--- config.mk ---
export PLATFORM = sky130hd
export DESIGN_NAME = sr_cmd_debounce
export DESIGN_NICKNAME = d
export VERILOG_FILES = /design/src/rtl/sr_cmd_debounce_pkg.sv /design/src/rtl/sr_cmd_debounce_ch.sv /design/src/rtl/sr_cmd_debounce.sv
export SDC_FILE = /design/constraint.sdc
export NUM_CORES = 1
export LEC_CHECK = 0
export CAP_MARGIN = 20
export CORE_UTILIZATION = 40
export CTS_CLUSTER_SIZE = 24
export DETAILED_ROUTE_END_ITERATION = 16
export GPL_TIMING_DRIVEN = 0
export PLACE_DENSITY = 0.57
export RECOVER_POWER = 100
export SETUP_SLACK_MARGIN = 0.5
export SYNTH_ARGS = -nofsm -noshare
export SYNTH_HDL_FRONTEND = slang
export SYNTH_HIERARCHICAL = 1
export SYNTH_SLANG_ARGS = --single-unit
export TNS_END_PERCENT = 50
--- constraint.sdc ---
create_clock -name clk -period 1.93 [get_ports clk]
set_clock_uncertainty 0.05 [all_clocks]
set_input_delay 0.386 -clock clk [delete_from_list [all_inputs] [get_ports clk]]
set_output_delay 0.386 -clock clk [all_outputs]
set_load 0.05 [all_outputs]
--- src/rtl/sr_cmd_debounce_pkg.sv ---
// Shared constants for the SR latch command stage: FSM encodings and arbitration priority.
package sr_cmd_debounce_pkg;

    localparam logic [1:0] ST_IDLE = 2'd0;
    localparam logic [1:0] ST_SET  = 2'd1;
    localparam logic [1:0] ST_CLR  = 2'd2;

    localparam bit PRI_CLR = 1'b0;
    localparam bit PRI_SET = 1'b1;

endpackage

--- src/rtl/sr_cmd_debounce_ch.sv ---
// One input channel: two-flop synchroniser, persistence-counter debouncer and a
// registered one-cycle pulse on each rising edge of the debounced level.
module sr_cmd_debounce_ch #(
    parameter int DEBOUNCE_CYCLES = 4,
    parameter int CNT_W           = 3
) (
    input  logic clk,
    input  logic reset,
    input  logic din,
    output logic level,
    output logic rise
);

    logic             sync1_q, sync2_q;
    logic             level_q, level_d;
    logic             rise_q, rise_d;
    logic [CNT_W-1:0] cnt_q, cnt_d;

    // The level flips on the edge where the mismatch run would reach DEBOUNCE_CYCLES.
    always_comb begin
        level_d = level_q;
        rise_d  = 1'b0;
        cnt_d   = '0;
        if (sync2_q != level_q) begin
            if (cnt_q == CNT_W'(DEBOUNCE_CYCLES - 1)) begin
                level_d = ~level_q;
                rise_d  = ~level_q;
            end else begin
                cnt_d = cnt_q + 1'b1;
            end
        end
    end

    always_ff @(posedge clk or negedge reset) begin
        if (!reset) begin
            sync1_q <= 1'b0;
            sync2_q <= 1'b0;
            level_q <= 1'b0;
            rise_q  <= 1'b0;
            cnt_q   <= '0;
        end else begin
            sync1_q <= din;
            sync2_q <= sync1_q;
            level_q <= level_d;
            rise_q  <= rise_d;
            cnt_q   <= cnt_d;
        end
    end

    assign level = level_q;
    assign rise  = rise_q;

endmodule

--- src/rtl/sr_cmd_debounce.sv ---
// Command stage in front of the SR latch: debounces set/clear requests, arbitrates them
// and emits fixed-width, mutually exclusive s/r pulses separated by at least one idle cycle.
module sr_cmd_debounce #(
    parameter int DEBOUNCE_CYCLES = 4,
    parameter int HOLD_CYCLES     = 2,
    parameter int SET_PRIORITY    = 0,
    parameter int CNT_W           = 3
) (
    input  logic clk,
    input  logic reset,
    input  logic set_in,
    input  logic clr_in,
    output logic s,
    output logic r,
    output logic busy,
    output logic conflict
);
    import sr_cmd_debounce_pkg::*;

    localparam int HW = (HOLD_CYCLES > 1) ? $clog2(HOLD_CYCLES) : 1;

    logic          set_level, set_rise, clr_level, clr_rise;
    logic          levels_unused;
    logic [1:0]    state_q, state_d;
    logic [HW-1:0] hold_q, hold_d;
    logic          pend_set_q, pend_set_d, pend_clr_q, pend_clr_d;
    logic          s_q, r_q, busy_q, conflict_q, conflict_d;

    sr_cmd_debounce_ch #(.DEBOUNCE_CYCLES(DEBOUNCE_CYCLES), .CNT_W(CNT_W)) u_set (
        .clk(clk), .reset(reset), .din(set_in), .level(set_level), .rise(set_rise)
    );

    sr_cmd_debounce_ch #(.DEBOUNCE_CYCLES(DEBOUNCE_CYCLES), .CNT_W(CNT_W)) u_clr (
        .clk(clk), .reset(reset), .din(clr_in), .level(clr_level), .rise(clr_rise)
    );

    assign levels_unused = set_level ^ clr_level;

    // New rises always fold into the pending bits; IDLE consumes them. Leaving a hold
    // always passes through IDLE, which provides the mandatory idle gap.
    always_comb begin
        state_d    = state_q;
        hold_d     = hold_q;
        pend_set_d = pend_set_q | set_rise;
        pend_clr_d = pend_clr_q | clr_rise;
        conflict_d = 1'b0;
        case (state_q)
            ST_IDLE: begin
                hold_d = '0;
                if (pend_set_d && pend_clr_d) begin
                    conflict_d = 1'b1;
                    pend_set_d = 1'b0;
                    pend_clr_d = 1'b0;
                    state_d    = (SET_PRIORITY == int'(PRI_SET)) ? ST_SET : ST_CLR;
                end else if (pend_set_d) begin
                    pend_set_d = 1'b0;
                    state_d    = ST_SET;
                end else if (pend_clr_d) begin
                    pend_clr_d = 1'b0;
                    state_d    = ST_CLR;
                end
            end
            ST_SET, ST_CLR: begin
                if (hold_q == HW'(HOLD_CYCLES - 1)) begin
                    state_d = ST_IDLE;
                    hold_d  = '0;
                end else begin
                    hold_d = hold_q + 1'b1;
                end
            end
            default: begin
                state_d = ST_IDLE;
                hold_d  = '0;
            end
        endcase
    end

    always_ff @(posedge clk or negedge reset) begin
        if (!reset) begin
            state_q    <= ST_IDLE;
            hold_q     <= '0;
            pend_set_q <= 1'b0;
            pend_clr_q <= 1'b0;
            s_q        <= 1'b0;
            r_q        <= 1'b0;
            busy_q     <= 1'b0;
            conflict_q <= 1'b0;
        end else begin
            state_q    <= state_d;
            hold_q     <= hold_d;
            pend_set_q <= pend_set_d;
            pend_clr_q <= pend_clr_d;
            s_q        <= (state_d == ST_SET);
            r_q        <= (state_d == ST_CLR);
            busy_q     <= (state_d != ST_IDLE);
            conflict_q <= conflict_d;
        end
    end

    assign s        = s_q;
    assign r        = r_q;
    assign busy     = busy_q;
    assign conflict = conflict_q;

endmodule

### After elaboration in Yosys (flattened, before gate mapping)

Cells that the tools add are included.

| word-level totals | value |
|---|---|
| register bits | 23 |
| input bits | 4 |
| output and inout port bits | 4 |
| word-level logic and storage cells | 60 |

| operators by class | value |
|---|---|
| add/subtract/negate cells | 3 |
| equality and inequality tests | 8 |
| multiplexer cells | 21 |
| bitwise logic cells | 4 |
| reductions and logical operators | 6 |

Operators by type and width:

| cell | count |
|---|---|
| 1-bit two-way mux | 12 |
| 3-bit two-way mux | 4 |
| 2-bit two-way mux | 4 |
| 3-bit by 1-bit adder with 3-bit output, second input constant | 2 |
| 3-bit by 2-bit equality test with 1-bit output, second input constant | 2 |
| 2-bit by 1-bit equality test with 1-bit output, second input constant | 2 |
| 2-bit equality test, second input constant | 2 |
| 2-bit one-hot mux with 2 select lines | 1 |
| 2-bit AND reduction | 2 |
| 2-bit logical NOT | 1 |
| 1-bit != test | 2 |
| 1-bit inverter | 2 |
| 1-bit bitwise OR | 2 |
| 2-bit nonzero test | 1 |
| 2-bit OR reduction | 1 |
| 1-bit adder, second input constant | 1 |
| 1-bit logical AND | 1 |

### Logic depth before layout (Yosys ltp)

Gate-level depths: netlist (run 1).

| logic depth | value |
|---|---|
| word-level depth | 6 |
| gate-level depth with buffers | 5 |
| gate-level depth less buffers | 5 |

### Modules after synthesis

Netlist (run 1), hierarchy kept.

Modules (own cells, without submodules):

| module | instances | cells an instance | area an instance (um^2) | seq. area each (um^2) |
|---|---|---|---|---|
| sr_cmd_debounce_ch | 2 | 15 | 256.5 | 175.2 |
| sr_cmd_debounce | 1 | 29 | 370.4 | 225.2 |

### Least setup slack after synthesis (run 1)

OpenSTA, ideal clock, no wires.

| timing | value |
|---|---|
| kind | reg2reg |
| start point | register state_q[0] |
| end point | register s_q, in the netlist s |
| library setup time | 88 ps |
| arrival time | 1340 ps |
| data required time | 1792 ps |
| slack | 452 ps |
| stages on the path, launching flop included | 6 |
| buffers on the path | 0 |
| clock period less this slack | 1478 ps |
| cell sequence | dfrtp_1 inv_1 ha_1 nor2b_1 a211oi_2 nor3b_1 |

| on the way | value |
|---|---|
| longest elaborated chain between the ends | 5 |
| elaborated cells between the ends (all ways) | 10 |
| those cells by class | 3 x eq/ne; 5 x mux; 2 x reduce/logical |

RTL lines:

| what | line | RTL |
|---|---|---|
| from (decl) | sr_cmd_debounce.sv:24 | `logic [1:0] state_q, state_d;` |
| from (signal assigned) | sr_cmd_debounce.sv:89 | `state_q <= state_d;` |
| 2-bit two-way mux | sr_cmd_debounce.sv:58 | `end else if (pend_clr_d) begin` |
| 2-bit two-way mux | sr_cmd_debounce.sv:55 | `end else if (pend_set_d) begin` |
| 2-bit two-way mux | sr_cmd_debounce.sv:50 | `if (pend_set_d && pend_clr_d) begin` |
| 2-bit one-hot mux with 2 select lines (*) | sr_cmd_debounce.sv:47 | `case (state_q)` |
| 2-bit by 1-bit equality test with 1-bit output (*) | sr_cmd_debounce.sv:93 | `s_q <= (state_d == ST_SET);` |
| to (signal assigned) | sr_cmd_debounce.sv:93 |  |
| to (decl) | sr_cmd_debounce.sv:27 | `logic s_q, r_q, busy_q, conflict_q, conflict_d;` |

Every way passes the cells marked *; elsewhere a longest branch is shown, timed or not.
A chain may end at the register's enable or synchronous reset.

### Worst setup path after layout (run 1)

Same ends and word-level chain as after synthesis.

==> results of run 1 <==
## cell families (layout without fill, tap and decap cells)
group           after synthesis  count (layout)  synth area share (%)
compound gates                4               4                  4.67
xor+xnor                      2               2                  1.98
fa+ha+maj                     4               4                  5.67
flops                        23              23                  65.2
simple gates                 22              22                  19.1
buf+inv                       2              18                 0.850
mux                           2               2                  2.55
## per-layer routing
metal	global-route usage [%]	vias up
met5	0	-
met4	8.82	0
met3	3.74	2
met2	21.5	8
met1	16.7	239
li1	-	236
## what timing repair did
| action | in CTS | in global routing |
|---|---|---|
| pin swaps | 3 | 1 |
| resized for setup | 25 | 0 |
| endpoints found under the setup margin | 8 | 4 |
| endpoints found under the hold margin | 0 | 0 |
| setup buffers | 2 | 2 |
## worst reg2reg max path, delay by kind of cell (launching register included)
| kind | cells | cell delay, ns |
|---|---|---|
| DFF | 1 | 0.42 |
| buffers and inverters | 1 | 0.09 |
| and+or+nand+nor | 2 | 0.42 |
| AOI/OAI and AO/OA | 1 | 0.28 |
| adders and majority gates | 1 | 0.28 |
## through the flow
stage | power (W) | hold slack, ns | utilization [%] | worst slack, ns | cells
after floorplan | 0.00108 | 0.0404 | - | 0.520 | 59
after global placement | 0.00121 | 0.282 | 49.4 | 0.223 | 93
after detailed placement | 0.00122 | 0.286 | 49.4 | 0.222 | 93
after CTS | 0.00155 | 0.315 | 53.2 | 0.475 | 99
after global routing | 0.00159 | 0.327 | 52.2 | 0.204 | 102
final | 0.00148 | 0.312 | 52.2 | 0.314 | 102
## synthesized netlist by cell type
master	count	share of area, %
nor2b_4	2	3.1
o21a_1	1	0.85
inv_1	2	0.85
a32oi_2	1	1.8
nor4bb_1	1	1.1
nor3_1	2	1.1
a21oi_1	1	0.57
or3_1	1	0.71
xnor2_1	2	2.0
nor2_1	6	2.5
a211oi_2	1	1.4
nor3b_2	3	4.2
nor2b_1	2	1.4
mux2_2	2	2.5
dfrtp_1	23	65
nor3b_1	3	2.5
and3b_2	2	2.3
ha_1	4	5.7
## final cells by class
| type | count | area, um^2 | area share [%] |
|---|---|---|---|
| Multi-Input combinational cell | 34 | 313 | 29.6 |
| Timing Repair Buffer | 12 | 98.8 | 9.36 |
| Tap cell | 27 | 33.8 | 3.20 |
| Inverter | 2 | 7.51 | 0.711 |
| Clock buffer | 3 | 22.5 | 2.13 |
| Sequential cell | 23 | 576 | 54.5 |
| Clock inverter | 1 | 5.00 | 0.474 |
## power by group through the flow
stage | logic (W) | registers [W] | clock network [W]
after floorplan | 0.000329 | 0.000756 | 0
after global placement | 0.000531 | 0.000675 | 0
after detailed placement | 0.000543 | 0.000679 | 0
after CTS | 0.000663 | 0.000665 | 0.000225
after global routing | 0.000660 | 0.000680 | 0.000253
final | 0.000599 | 0.000664 | 0.000214
## worst paths after layout
check,slack [ns],startpoint,endpoint,cells after the start
max,0.31,state_q[0]$_DFF_PN0_,s$_DFF_PN0_,5
min,0.31,u_clr/sync1_q$_DFF_PN0_,u_clr/sync2_q$_DFF_PN0_,0
max reg2reg,0.31,state_q[0]$_DFF_PN0_,s$_DFF_PN0_,5
min reg2reg,0.31,u_clr/sync1_q$_DFF_PN0_,u_clr/sync2_q$_DFF_PN0_,0
max in group asynchronous,1.07,reset,u_set/cnt_q[0]$_DFF_PN0_,2
min in group asynchronous,0.35,reset,pend_clr_q$_DFF_PN0_,1
==> run metrics, run 1 <==
Syn Area/Cell 15.0 um^2; Critical Path RT 2.11 ns; Hold Vio Cnt, Final 0; crit path cell chain clkinv_1 -> ha_1 -> nor4bb_2 -> a211oi_4 -> nor3b_2; cell leakage power 0.491 nW; Routed WL 1.32 mm; sw frac 35.8%; Max Root-Sink Buffers 2; Starting Density 43.7%; area of the mapped netlist 883 um^2; Hold WC Path Type reg2reg; DR vias 485; First-pass DRT Iterations 4; Max VDD drop 0.000685 V; DP HPWL 786 um; status completed; Final Cell Area 1060 um^2; DRC violations left 0; Overflow after GRT 0; root buffer cell clkbuf_4; Top Metal Used met4; wire per inst 13.0 um; placed cell areas 1000 um^2; Setup CP Type reg2reg; Ant. Diodes 0; first-pass GRT wire length 2.39 mm; H-tree depth 1; CP Max Fanout 5; Max stage delay on crit path 0.42 ns; combinational power share 40.6%; Die Span Y 49.0 um; max-slew violations 0; CTS Hold Bufs 0; Antenna Nets Post-Route 0; layout cell share with drive strength beyond 1 24.0%; GRT Util Overall 13.7%; most common cell after layout, fill and taps aside dfrtp_1; most frequent cells in the layout dfrtp_1, nor2_1, clkbuf_1; switching power 0.000529 W; Pint 0.000948 W; Metal-1 WL 584 um; WP buf/inv 1; CP endpoint kind flip-flop; Final period util 83.7%; fin crit period 1.62 ns; DR iter-0 viols 2; Synth cell types 18; Area Overhead vs Synth 19.5%; cells after synthesis 59; maxcap violations 0; PwrDens 1400 nW/um^2; Die Span X 49.0 um; nets@finish 84; Final setup viols 0; fmax 619 MHz; Port Buffer Count 7; final setup TNS 0 ns; Post-Syn Nets 67; Clk network pwr share 14.5%; CTS tree done; clock sink count 23; Worst EP arrival 1.80 ns; Worst slew margin 60.1%; Placer Congestion 0.694; Seq/Total Area, Yosys 65.2%; top flop regs u_clr/cnt_q (3), u_set/cnt_q (3), state_q (2); clk_lat worst skew 0.30 ns; via density per instance 4.75; Yosys reg bits 23; synth warn 6; die area 2400 um^2; met2 WL 672 um; CP max stage cell dfrtp_1; CP delay by family, top simple AND/OR/NAND/NOR gates; RSZ-0062 raised after global routing true; row count 16; clk slew on worst S/H paths 0.13 ns; number of buffers created by CTS 3; wire length on met3 45 um; initial antenna violation count 0; area of the core 2020 um^2; element type at the critical path start flip-flop; Sequential Power Share 44.9%; slew at the pin closest to its max-slew limit 0.601 ns; largest net degree at the start of global routing 24; final-layout fill cell count 198; io pins 8; number of global-route vias before repair 543
No activity file was read; power rests on OpenSTA's default activity.
==> run 2, diff against run 1 <==
Clock period 1.93 ns to 1.55 ns, I/O delays scaled along.
==> run 2 against run 1 <==
  * The flow now finishes with violations (hold timing)
  * Sequential power up 24%
  * Critical path depth shrank 1
  * Via count increased by 3.7%
  * Utilization increased by 3.0 points
  * Global-route usage is 0.91 points lower
  * Worst hold slack got worse by 0.38 ns
  * Final cell count is 6.9% higher
  * Highest routed layer unchanged
==> run metrics, run 2 (synthesized netlist as in run 1, its figures left out) <==
Antenna Nets Post-Route 0; Final period util 93.9%; Min Hold Slack -0.0680 ns; slew at the pin closest to its max-slew limit 0.802 ns; GRT Util Overall 12.8%; Hold Vio Cnt, Final 7; CP Max Fanout 4; fmax 687 MHz; top flop regs u_clr/cnt_q (3), u_set/cnt_q (3), state_q (2); Max VDD drop 0.000871 V; Max Root-Sink Buffers 2; crit path cell chain clkbuf_1 -> or3_4 -> a32oi_4 -> nor3b_2; Setup CP Type reg2reg; Placed Cells 93; CP endpoint kind flip-flop; via density per instance 4.61; First-pass DRT Iterations 4; Die Span X 49.0 um; nets@finish 91; Area Overhead vs Synth 26.5%; CTS tree done; PwrDens 1780 nW/um^2; initial antenna violation count 0; max-slew violations 0; Metal-1 WL 615 um; total power 0.00199 W; CP startpoint state_q[0]$_DFF_PN0_; Die Span Y 49.0 um; reg2reg start state_q[0]$_DFF_PN0_; number of global-route vias before repair 519; cell leakage power 0.529 nW; area of the core 2020 um^2; row count 16; die area 2400 um^2; clock sink count 23; Max stage delay on crit path 0.42 ns; clk slew on worst S/H paths 0.13 ns; Worst slew margin 46.5%; wire per inst 12.0 um; largest net degree at the start of global routing 24; DRC violations left 0; R2R Setup Slk 0.1 ns; Port Buffer Count 7; layout cell share with drive strength beyond 1 39.0%; CTS Hold Bufs 0; DR vias 503; root buffer cell clkbuf_4; most frequent cells in the layout dfrtp_1, buf_4, nor2_1; Overflow after GRT 0; DR iter-0 viols 1; violated checks hold timing; wire length on met3 31 um; maxcap violations 0; number of buffers created by CTS 3; clk_lat worst skew 0.30 ns; H-tree depth 1; Hold WC Path Type in2async; Worst EP arrival 1.64 ns; Placer Congestion 0.705; first-pass GRT wire length 2.24 mm; most common cell after layout, fill and taps aside dfrtp_1; Final Non-Filler Cells 109; DP HPWL 792 um; element type at the critical path start flip-flop; Ant. Diodes 0; status finished with violations; Final setup viols 0; fin crit period 1.45 ns; io pins 8; final-layout fill cell count 189; Starting Density 43.7%; RSZ-0062 raised after global routing true; Critical Path RT 1.73 ns; Routed WL 1.31 mm; Top Metal Used met4; r2r worst-path depth 4; met2 WL 638 um; CP max stage cell dfrtp_1
run 2: cell count changes in the layout (fill, tap and decap cells not counted), sizes merged:
cell / previous run / this run
buf: 4 / 8
clkbuf: 8 / 11
clkinv: 2 / 1
dlygate4sd2: 0 / 1
dlygate4sd3: 3 / 2
inv: 1 / 2
run 2: what timing repair did:
item	in CTS	in global routing
pin swaps	5	3
resized for setup	29	11
buffers inserted	6	5
setup endpoints to repair	38	18
endpoints found under the hold margin	0	7
run 2: metrics by stage:
stage                     utilization (%)  hold slack (ns)  area [um^2]  worst slack, ns  setup TNS [ns]
after floorplan                         -          -0.0356          918            0.149               0
final                                55.3          -0.0680         1120           0.0953               0
after global routing                 55.3          -0.0590         1120           0.0507               0
after CTS                            55.0            0.245         1110            0.127               0
after detailed placement             50.6            0.289         1020          -0.0830           -1.88
after global placement               50.6            0.282         1020          -0.0655           -1.49
run 2: area by class of cell:
class / count / area, um^2 / area share, %
well taps: 27 / 33.8 / 3.02
clock buffers: 3 / 22.5 / 2.02
flip-flops and latches: 23 / 576 / 51.5
inverters: 2 / 7.51 / 0.672
repair buffers: 19 / 128 / 11.4
clock inverters: 1 / 5.00 / 0.448
multi-input cells: 34 / 345 / 30.9
run 2: power breakdown:
part | switching, W | total [W] | leakage, nW | internal, W
clock | 0.000176 | 0.000272 | 0.0177 | 0.0000962
combinational | 0.000430 | 0.000892 | 0.211 | 0.000463
sequential | 0.0000785 | 0.000824 | 0.300 | 0.000746
run 2: final timing paths:
path,to
max in group asynchronous,hold_q$_DFF_PN0_
hold reg to reg,u_clr/sync2_q$_DFF_PN0_
setup reg to reg,r$_DFF_PN0_
min in group clk,u_clr/sync2_q$_DFF_PN0_
setup / recovery,r$_DFF_PN0_
hold / removal,conflict$_DFF_PN0_
run 2: worst max-delay path, delay by kind of cell, from the launching register on:
kind | cells | cell delay [ns]
AO/OA/AOI/OAI | 1 | 0.23
flip-flops | 1 | 0.42
buffers and inverters | 1 | 0.14
AND/OR/NAND/NOR | 2 | 0.55
run 2: metal layers:
metal / vias to the layer above / global-route usage (%)
met2: 7 / 21.1
met1: 248 / 14.9
li1: 246 / -
met4: 0 / 10.3
met3: 2 / 1.87
met5: - / 0
